File: src/rtl/sram_axi_arb.sv
// sram_axi_arb: round-robin two-master AXI4-Lite arbiter in front of a single SRAM slave
module sram_axi_arb #(
    parameter int AW = 32,
    parameter int DW = 32
) (
    input  logic            clk,
    input  logic            rst_n,
    input  logic [AW-1:0]   i_m0_axi_awaddr,
    input  logic            i_m0_axi_awvalid,
    output logic            o_m0_axi_awready,
    input  logic [DW-1:0]   i_m0_axi_wdata,
    input  logic [DW/8-1:0] i_m0_axi_wstrb,
    input  logic            i_m0_axi_wvalid,
    output logic            o_m0_axi_wready,
    input  logic [AW-1:0]   i_m0_axi_araddr,
    input  logic            i_m0_axi_arvalid,
    output logic            o_m0_axi_arready,
    output logic [DW-1:0]   o_m0_axi_rdata,
    output logic            o_m0_axi_rvalid,
    input  logic            i_m0_axi_rready,
    input  logic [AW-1:0]   i_m1_axi_awaddr,
    input  logic            i_m1_axi_awvalid,
    output logic            o_m1_axi_awready,
    input  logic [DW-1:0]   i_m1_axi_wdata,
    input  logic [DW/8-1:0] i_m1_axi_wstrb,
    input  logic            i_m1_axi_wvalid,
    output logic            o_m1_axi_wready,
    input  logic [AW-1:0]   i_m1_axi_araddr,
    input  logic            i_m1_axi_arvalid,
    output logic            o_m1_axi_arready,
    output logic [DW-1:0]   o_m1_axi_rdata,
    output logic            o_m1_axi_rvalid,
    input  logic            i_m1_axi_rready,
    output logic [AW-1:0]   o_s_axi_awaddr,
    output logic            o_s_axi_awvalid,
    input  logic            i_s_axi_awready,
    output logic [DW-1:0]   o_s_axi_wdata,
    output logic [DW/8-1:0] o_s_axi_wstrb,
    output logic            o_s_axi_wvalid,
    input  logic            i_s_axi_wready,
    output logic [AW-1:0]   o_s_axi_araddr,
    output logic            o_s_axi_arvalid,
    input  logic            i_s_axi_arready,
    input  logic [DW-1:0]   i_s_axi_rdata,
    input  logic            i_s_axi_rvalid,
    output logic            o_s_axi_rready
);
    typedef enum logic {IDLE = 1'b0, RD_PEND = 1'b1} state_t;

    state_t r_state, w_state_nxt;
    logic   r_rr_ptr, r_rd_owner;
    logic   w_wreq0, w_wreq1, w_req0, w_req1;
    logic   w_rhs, w_open, w_grant, w_win, w_wr, w_aw_hs, w_ar_hs;

    assign w_wreq0 = i_m0_axi_awvalid & i_m0_axi_wvalid;
    assign w_wreq1 = i_m1_axi_awvalid & i_m1_axi_wvalid;
    assign w_req0  = w_wreq0 | i_m0_axi_arvalid;
    assign w_req1  = w_wreq1 | i_m1_axi_arvalid;

    // The SRAM rdata tracks the last address, so a new access may only go out once the pending read is consumed
    assign w_rhs   = i_s_axi_rvalid & o_s_axi_rready;
    assign w_open  = (r_state == IDLE) | w_rhs;
    assign w_grant = w_open & (w_req0 | w_req1);
    assign w_win   = (w_req0 & w_req1) ? r_rr_ptr : w_req1;
    assign w_wr    = w_win ? w_wreq1 : w_wreq0;

    assign o_s_axi_awaddr  = w_grant ? (w_win ? i_m1_axi_awaddr : i_m0_axi_awaddr) : '0;
    assign o_s_axi_wdata   = w_grant ? (w_win ? i_m1_axi_wdata  : i_m0_axi_wdata)  : '0;
    assign o_s_axi_wstrb   = w_grant ? (w_win ? i_m1_axi_wstrb  : i_m0_axi_wstrb)  : '0;
    assign o_s_axi_araddr  = w_grant ? (w_win ? i_m1_axi_araddr : i_m0_axi_araddr) : '0;
    assign o_s_axi_awvalid = w_grant & w_wr;
    assign o_s_axi_wvalid  = w_grant & w_wr;
    assign o_s_axi_arvalid = w_grant & ~w_wr;

    assign o_m0_axi_awready = o_s_axi_awvalid & ~w_win & i_s_axi_awready;
    assign o_m0_axi_wready  = o_s_axi_wvalid  & ~w_win & i_s_axi_wready;
    assign o_m0_axi_arready = o_s_axi_arvalid & ~w_win & i_s_axi_arready;
    assign o_m1_axi_awready = o_s_axi_awvalid &  w_win & i_s_axi_awready;
    assign o_m1_axi_wready  = o_s_axi_wvalid  &  w_win & i_s_axi_wready;
    assign o_m1_axi_arready = o_s_axi_arvalid &  w_win & i_s_axi_arready;

    assign w_aw_hs = o_s_axi_awvalid & i_s_axi_awready;
    assign w_ar_hs = o_s_axi_arvalid & i_s_axi_arready;

    assign o_m0_axi_rvalid = i_s_axi_rvalid & (r_state == RD_PEND) & ~r_rd_owner;
    assign o_m1_axi_rvalid = i_s_axi_rvalid & (r_state == RD_PEND) &  r_rd_owner;
    assign o_s_axi_rready  = (r_state == RD_PEND) & (r_rd_owner ? i_m1_axi_rready : i_m0_axi_rready);
    assign o_m0_axi_rdata  = i_s_axi_rdata;
    assign o_m1_axi_rdata  = i_s_axi_rdata;

    // Read-tracking state register
    always_ff @(posedge clk or negedge rst_n) begin
        if (!rst_n) r_state <= IDLE;
        else        r_state <= w_state_nxt;
    end

    // Next read state: a new AR keeps us pending, an R handshake alone retires the read
    always_comb begin
        w_state_nxt = r_state;
        if (w_ar_hs)    w_state_nxt = RD_PEND;
        else if (w_rhs) w_state_nxt = IDLE;
    end

    // Priority flips away from the master just accepted; read owner latched on AR acceptance
    always_ff @(posedge clk or negedge rst_n) begin
        if (!rst_n) begin
            r_rr_ptr   <= 1'b0;
            r_rd_owner <= 1'b0;
        end else begin
            if (w_aw_hs | w_ar_hs) r_rr_ptr   <= ~w_win;
            if (w_ar_hs)           r_rd_owner <= w_win;
        end
    end
endmodule

File: config.mk
export PLATFORM = sky130hd
export DESIGN_NAME = sram_axi_arb
export DESIGN_NICKNAME = d
export VERILOG_FILES = /design/src/rtl/sram_axi_arb.sv
export SDC_FILE = /design/constraint.sdc
export NUM_CORES = 1
export LEC_CHECK = 0
export CAP_MARGIN = 20
export CORE_AREA = 2 2 166 168
export CTS_CLUSTER_DIAMETER = 80
export DETAILED_ROUTE_END_ITERATION = 7
export DIE_AREA = 0 0 168 170
export HOLD_SLACK_MARGIN = 0.03
export PLACE_DENSITY_LB_ADDON = 0.15
export SLEW_MARGIN = 5
export SYNTH_ARGS = -nofsm -noshare
export SYNTH_HDL_FRONTEND = slang
export SYNTH_SLANG_ARGS = --single-unit
File: constraint.sdc
create_clock -name clk -period 2.4 [get_ports clk]
set_clock_uncertainty 0.15 [all_clocks]
set_input_delay 0.48 -clock clk [delete_from_list [all_inputs] [get_ports clk]]
set_output_delay 0.48 -clock clk [all_outputs]
set_load 0.1 [all_outputs]
# Word-level counts from Yosys, hierarchy flattened
# Cells that the tools add are included.
# op_classes
muxes	13
bitwise	32
n_reduce_logical	1
# ops
op	count
32-bit two-way mux	6
1-bit bitwise AND	23
4-bit two-way mux	2
1-bit two-way mux	5
1-bit OR	5
1-bit inverter	4
2-bit nonzero test	1
# totals
word_cells	49
output_inout_bits	176
in_bits	246
register_bits	3

# Longest topological paths before layout
# depth
ltp_word	9
depth_mapped	7
ltp_nobuf	5

# Worst setup path before layout
# Ideal clock, no wire load.
# synth_timing
path_kind	input to output
startpoint	in i_m0_axi_arvalid
endpoint	out o_m0_axi_awready
path_stages	5
slack_ns	-2.099
arrival_time_ns	3.869
cell_sequence	nor2b_1 -> o21a_1 -> a311oi_2 -> nand2_1 -> nor2_1
# synth_between
elab_chain_len	7
# synth_rtl
element	line	rtl
start: declaration	16	input logic i_m0_axi_arvalid,
1-bit OR (*)	57	assign w_req0 = w_wreq0 | i_m0_axi_arvalid;
1-bit bitwise AND	64	assign w_win = (w_req0 & w_req1) ? r_rr_ptr : w_req1;
1-bit two-way mux	64	
1-bit two-way mux	65	assign w_wr = w_win ? w_wreq1 : w_wreq0;
1-bit bitwise AND (*)	71	assign o_s_axi_awvalid = w_grant & w_wr;
via o_s_axi_awvalid	35	output logic o_s_axi_awvalid,
1-bit bitwise AND (*) (2 in a row)	75	assign o_m0_axi_awready = o_s_axi_awvalid & ~w_win & i_s_axi_awready;
end: declaration	10	output logic o_m0_axi_awready,
# Mark *: on every way through the listed nets, which the timed path passes. The rest lies on a longest branch.

# Final worst setup path
# layout_timing
startpoint	reg r_rd_owner
endpoint	out o_s_axi_araddr[22]
# layout_between
elab_chain_len	6
# layout_rtl
element	line	rtl
start: declaration	51	logic r_rr_ptr, r_rd_owner;
start signal: assignment	111	if (w_ar_hs) r_rd_owner <= w_win;
1-bit two-way mux	87	assign o_s_axi_rready = (r_state == RD_PEND) & (r_rd_owner ? i_m1_axi_rready : i_m0_axi_rready);
1-bit bitwise AND	87	
1-bit bitwise AND	61	assign w_rhs = i_s_axi_rvalid & o_s_axi_rready;
1-bit OR	62	assign w_open = (r_state == IDLE) | w_rhs;
1-bit bitwise AND	63	assign w_grant = w_open & (w_req0 | w_req1);
32-bit two-way mux	70	assign o_s_axi_araddr = w_grant ? (w_win ? i_m1_axi_araddr : i_m0_axi_araddr) : '0;
end: declaration	41	output logic [AW-1:0] o_s_axi_araddr,
# No other way between the ends.

==> results.md <==
* IO Port Bufs at roughly 330
* Post-DR wirelength/cell at roughly 17 µm
* Largest cells by area after synthesis: nand2_1 (35%), a21oi_1 (24%), buf_4 (22%), clkbuf_1 (4.5%), dfrtp_1 (3.5%)
* Failing checks: setup timing
* Yosys warns at 0
* Worst-Skew Late Latency at around 230 ps
* Most frequent cells after synthesis: nand2_1 (205), a21oi_1 (103), buf_4 (65), clkbuf_1 (26), nor2_1 (9)
* CTS H-tree lvls at 1
* Syn-to-layout area delta at 352%
* WS Path Type: reg -> out
* Post-DP Area at ~8700 µm²
* Post-Synthesis Cell Area at around 2200 µm²
* All-Layer GR Usage at 0.120
* DIE AREA at about 29,000 µm²
* Max-slew headroom at 0.788
* Drt pass-1 iters at 4
* Nets at 1,015
* Leak at 3.84 nW
* Synth area leader: nand2_1
* Ant diodes at 0
* CTS sink cnt at 3
* Fill cell total of the finished layout at approximately 2,600
* Drt first-iter violations at between 70 and 80
* Initial antenna violation count at 0
* IO Count at roughly 420
* Post-route cell area at a little under 10,000 µm²
* Status: complete, but fails checks
* Async set-or-reset flop fraction in the synthesized netlist at 1.00
* Register area share after synthesis at 0.0345
* Syn avg cell area at about 5 µm²
* Synthesis-stage register bit count at 3
* Final period utilization at 1.08
* RSZ-0062 raised after global routing: true
* Mapped Cells at 435
* Most common cell in the synthesized netlist: nand2_1
* Crit path DAT at 1960 ps
* Hold Vio Cnt, Final at 0
* CTS tree: done
* Share of the synthesized area in the top cell type at 0.354
* Pwr/cell area at 1300 nW/µm²
* CP Max Fanout at 8
* VDD IR-drop max at between 0.5 and 0.6 mV
* GR Overflow Total at 0
* Top FF cell, synth: dfrtp_1
* DRC viols at 0
* Routed Antenna Nets at 0
* Max-slew violation count at 0
* Final setup viols at approximately 110
* Hold crit path type: in -> async
* CTS Buffer Depth at 2
* Avg Vias per Cell at approximately 3.8
* Largest net degree at the start of global routing at 21
* Max-Cap Viols at 0
* # rows at 60
* HPWL after DPL at around 14,000 µm
* Yosys cell types at 23
* CTS Buf Count at 3
* Die Y at 170 µm
* CTS Hold Bufs at 0
* CP endpoint kind: output pin
* Final worst path period need at ~2600 ps
* Syn nets at about 680
* Startpoint Class: register
* Starting Density at 0.0815
* Critical Path RT at about 1800 ps
* Chip width at about 170 µm
* Vias in the first global route at roughly 4,600
* Vias at about 4,200
* GP Congestion at roughly 0.76
* Core Region at between 20,000 and 30,000 µm²
* Max Freq at just under 400 MHz
* Final wirelength at 18,700 µm
* Layout cells sized above 1 at 0.565
* Reg clk slew, reported paths at 30 ps
* Global-route wire length before repair at around 27,000 µm
* Number of flops mapped to enable cells by yosys at 0
* Root Buffer: clkbuf_16
* Worst Max-Slew Pin Slew at roughly 320 ps
* PnR worst setup slack at -189 ps
* Final core occ at 0.368
==> critical path: stages (launching register included) <==
cell	delay, ps
dfrtp_1	400
mux2_4	340
a21boi_4	200
a21o_4	160
buf_12	160
buf_12	120
buf_12	130
a21oi_4	40
buf_12	160
==> power breakdown <==
part / internal [mW] / switching (mW) / leakage, nW
registers: 0.0789 / 0.0424 / 0.0348
clock network: 0.219 / 0.0469 / 0.0382
logic: 5.03 / 7.32 / 3.77
total: 5.33 / 7.41 / 3.84
==> final cells by class <==
| type | count | area (µm²) | area share |
|---|---|---|---|
| clock buffers | 4 | 78.8 | 0.00803 |
| multi-input cells | 334 | 3190 | 0.325 |
| flip-flops and latches | 3 | 76.3 | 0.00777 |
| well taps | 341 | 427 | 0.0435 |
| repair buffers | 427 | 6050 | 0.616 |
==> routing by layer <==
layer,global-route usage,part of all wire
met1,0.129,0.37
met2,0.236,0.55
met3,0.0300,0.069
met4,0.0242,0.013
met5,0,0
==> through the flow <==
step | TNS, ps | std cells | hold WS, ps | setup WS (ps) | power (mW)
after floorplan | -12590 | 435 | 34.4 | -1110 | 7.86
after global placement | -51700 | 1053 | 519 | -531 | 11.3
after detailed placement | -52160 | 1053 | 531 | -548 | 11.4
after CTS | -18680 | 1098 | 296 | -259 | 12.7
after global routing | -17970 | 1109 | 303 | -248 | 13.1
final | -11910 | 1109 | 293 | -189 | 12.7
==> layout by cell type (no fill, tap or decap), drive strengths merged <==
| cell type | n |
|---|---|
| a21oi | 103 |
| buf | 213 |
| clkdlybuf4s15 | 2 |
| nor3 | 1 |
| o22ai | 1 |
| o21a | 1 |
| and2 | 1 |
| or2b | 1 |
| dlygate4sd2 | 1 |
| dfrtp | 3 |
| mux2 | 2 |
| a21o | 3 |
| clkbuf | 11 |
| o21ai | 1 |
| a311oi | 1 |
| and3 | 1 |
| nand2 | 205 |
| clkdlybuf4s50 | 204 |
| a21boi | 2 |
| nor2b | 1 |
| or4b | 1 |
| nor2 | 9 |
==> kinds of logic after synthesis <==
| family | count (synthesis) | synth area share |
|---|---|---|
| and+or+nand+nor | 220 | 0.392 |
| AOI/OAI and AO/OA | 112 | 0.277 |
| buffers and inverters | 98 | 0.282 |
| DFF | 3 | 0.0345 |
| muxes | 2 | 0.0138 |
==> flip-flops by register name, summed over array words and instances, names as in the netlist <==
| register | flops |
|---|---|
| r_rd_owner | 1 |
| r_rr_ptr | 1 |
| r_state | 1 |
==> repair_timing <==
| item | CTS | global route |
|---|---|---|
| pin swaps | 20 | 24 |
| gates resized for setup | 88 | 32 |
| setup endpoints to repair | 110 | 108 |
| gates cloned | 11 | 8 |
| buffers inserted | 32 | 7 |
==> path summary, 6_finish.rpt <==
path                                      end        from  cells past startpoint  slack [ps]
setup / recovery           o_s_axi_araddr[22]  r_rd_owner                      8        -190
hold / removal                     r_rd_owner       rst_n                      1         290
setup reg to reg                     r_rr_ptr  r_rd_owner                      6         220
hold reg to reg                    r_rd_owner  r_rd_owner                      2         510
max in group asynchronous            r_rr_ptr       rst_n                      1        1640
min in group clk                   r_rd_owner  r_rd_owner                      2         510
Note: power is estimated with default switching activity, not from simulation.
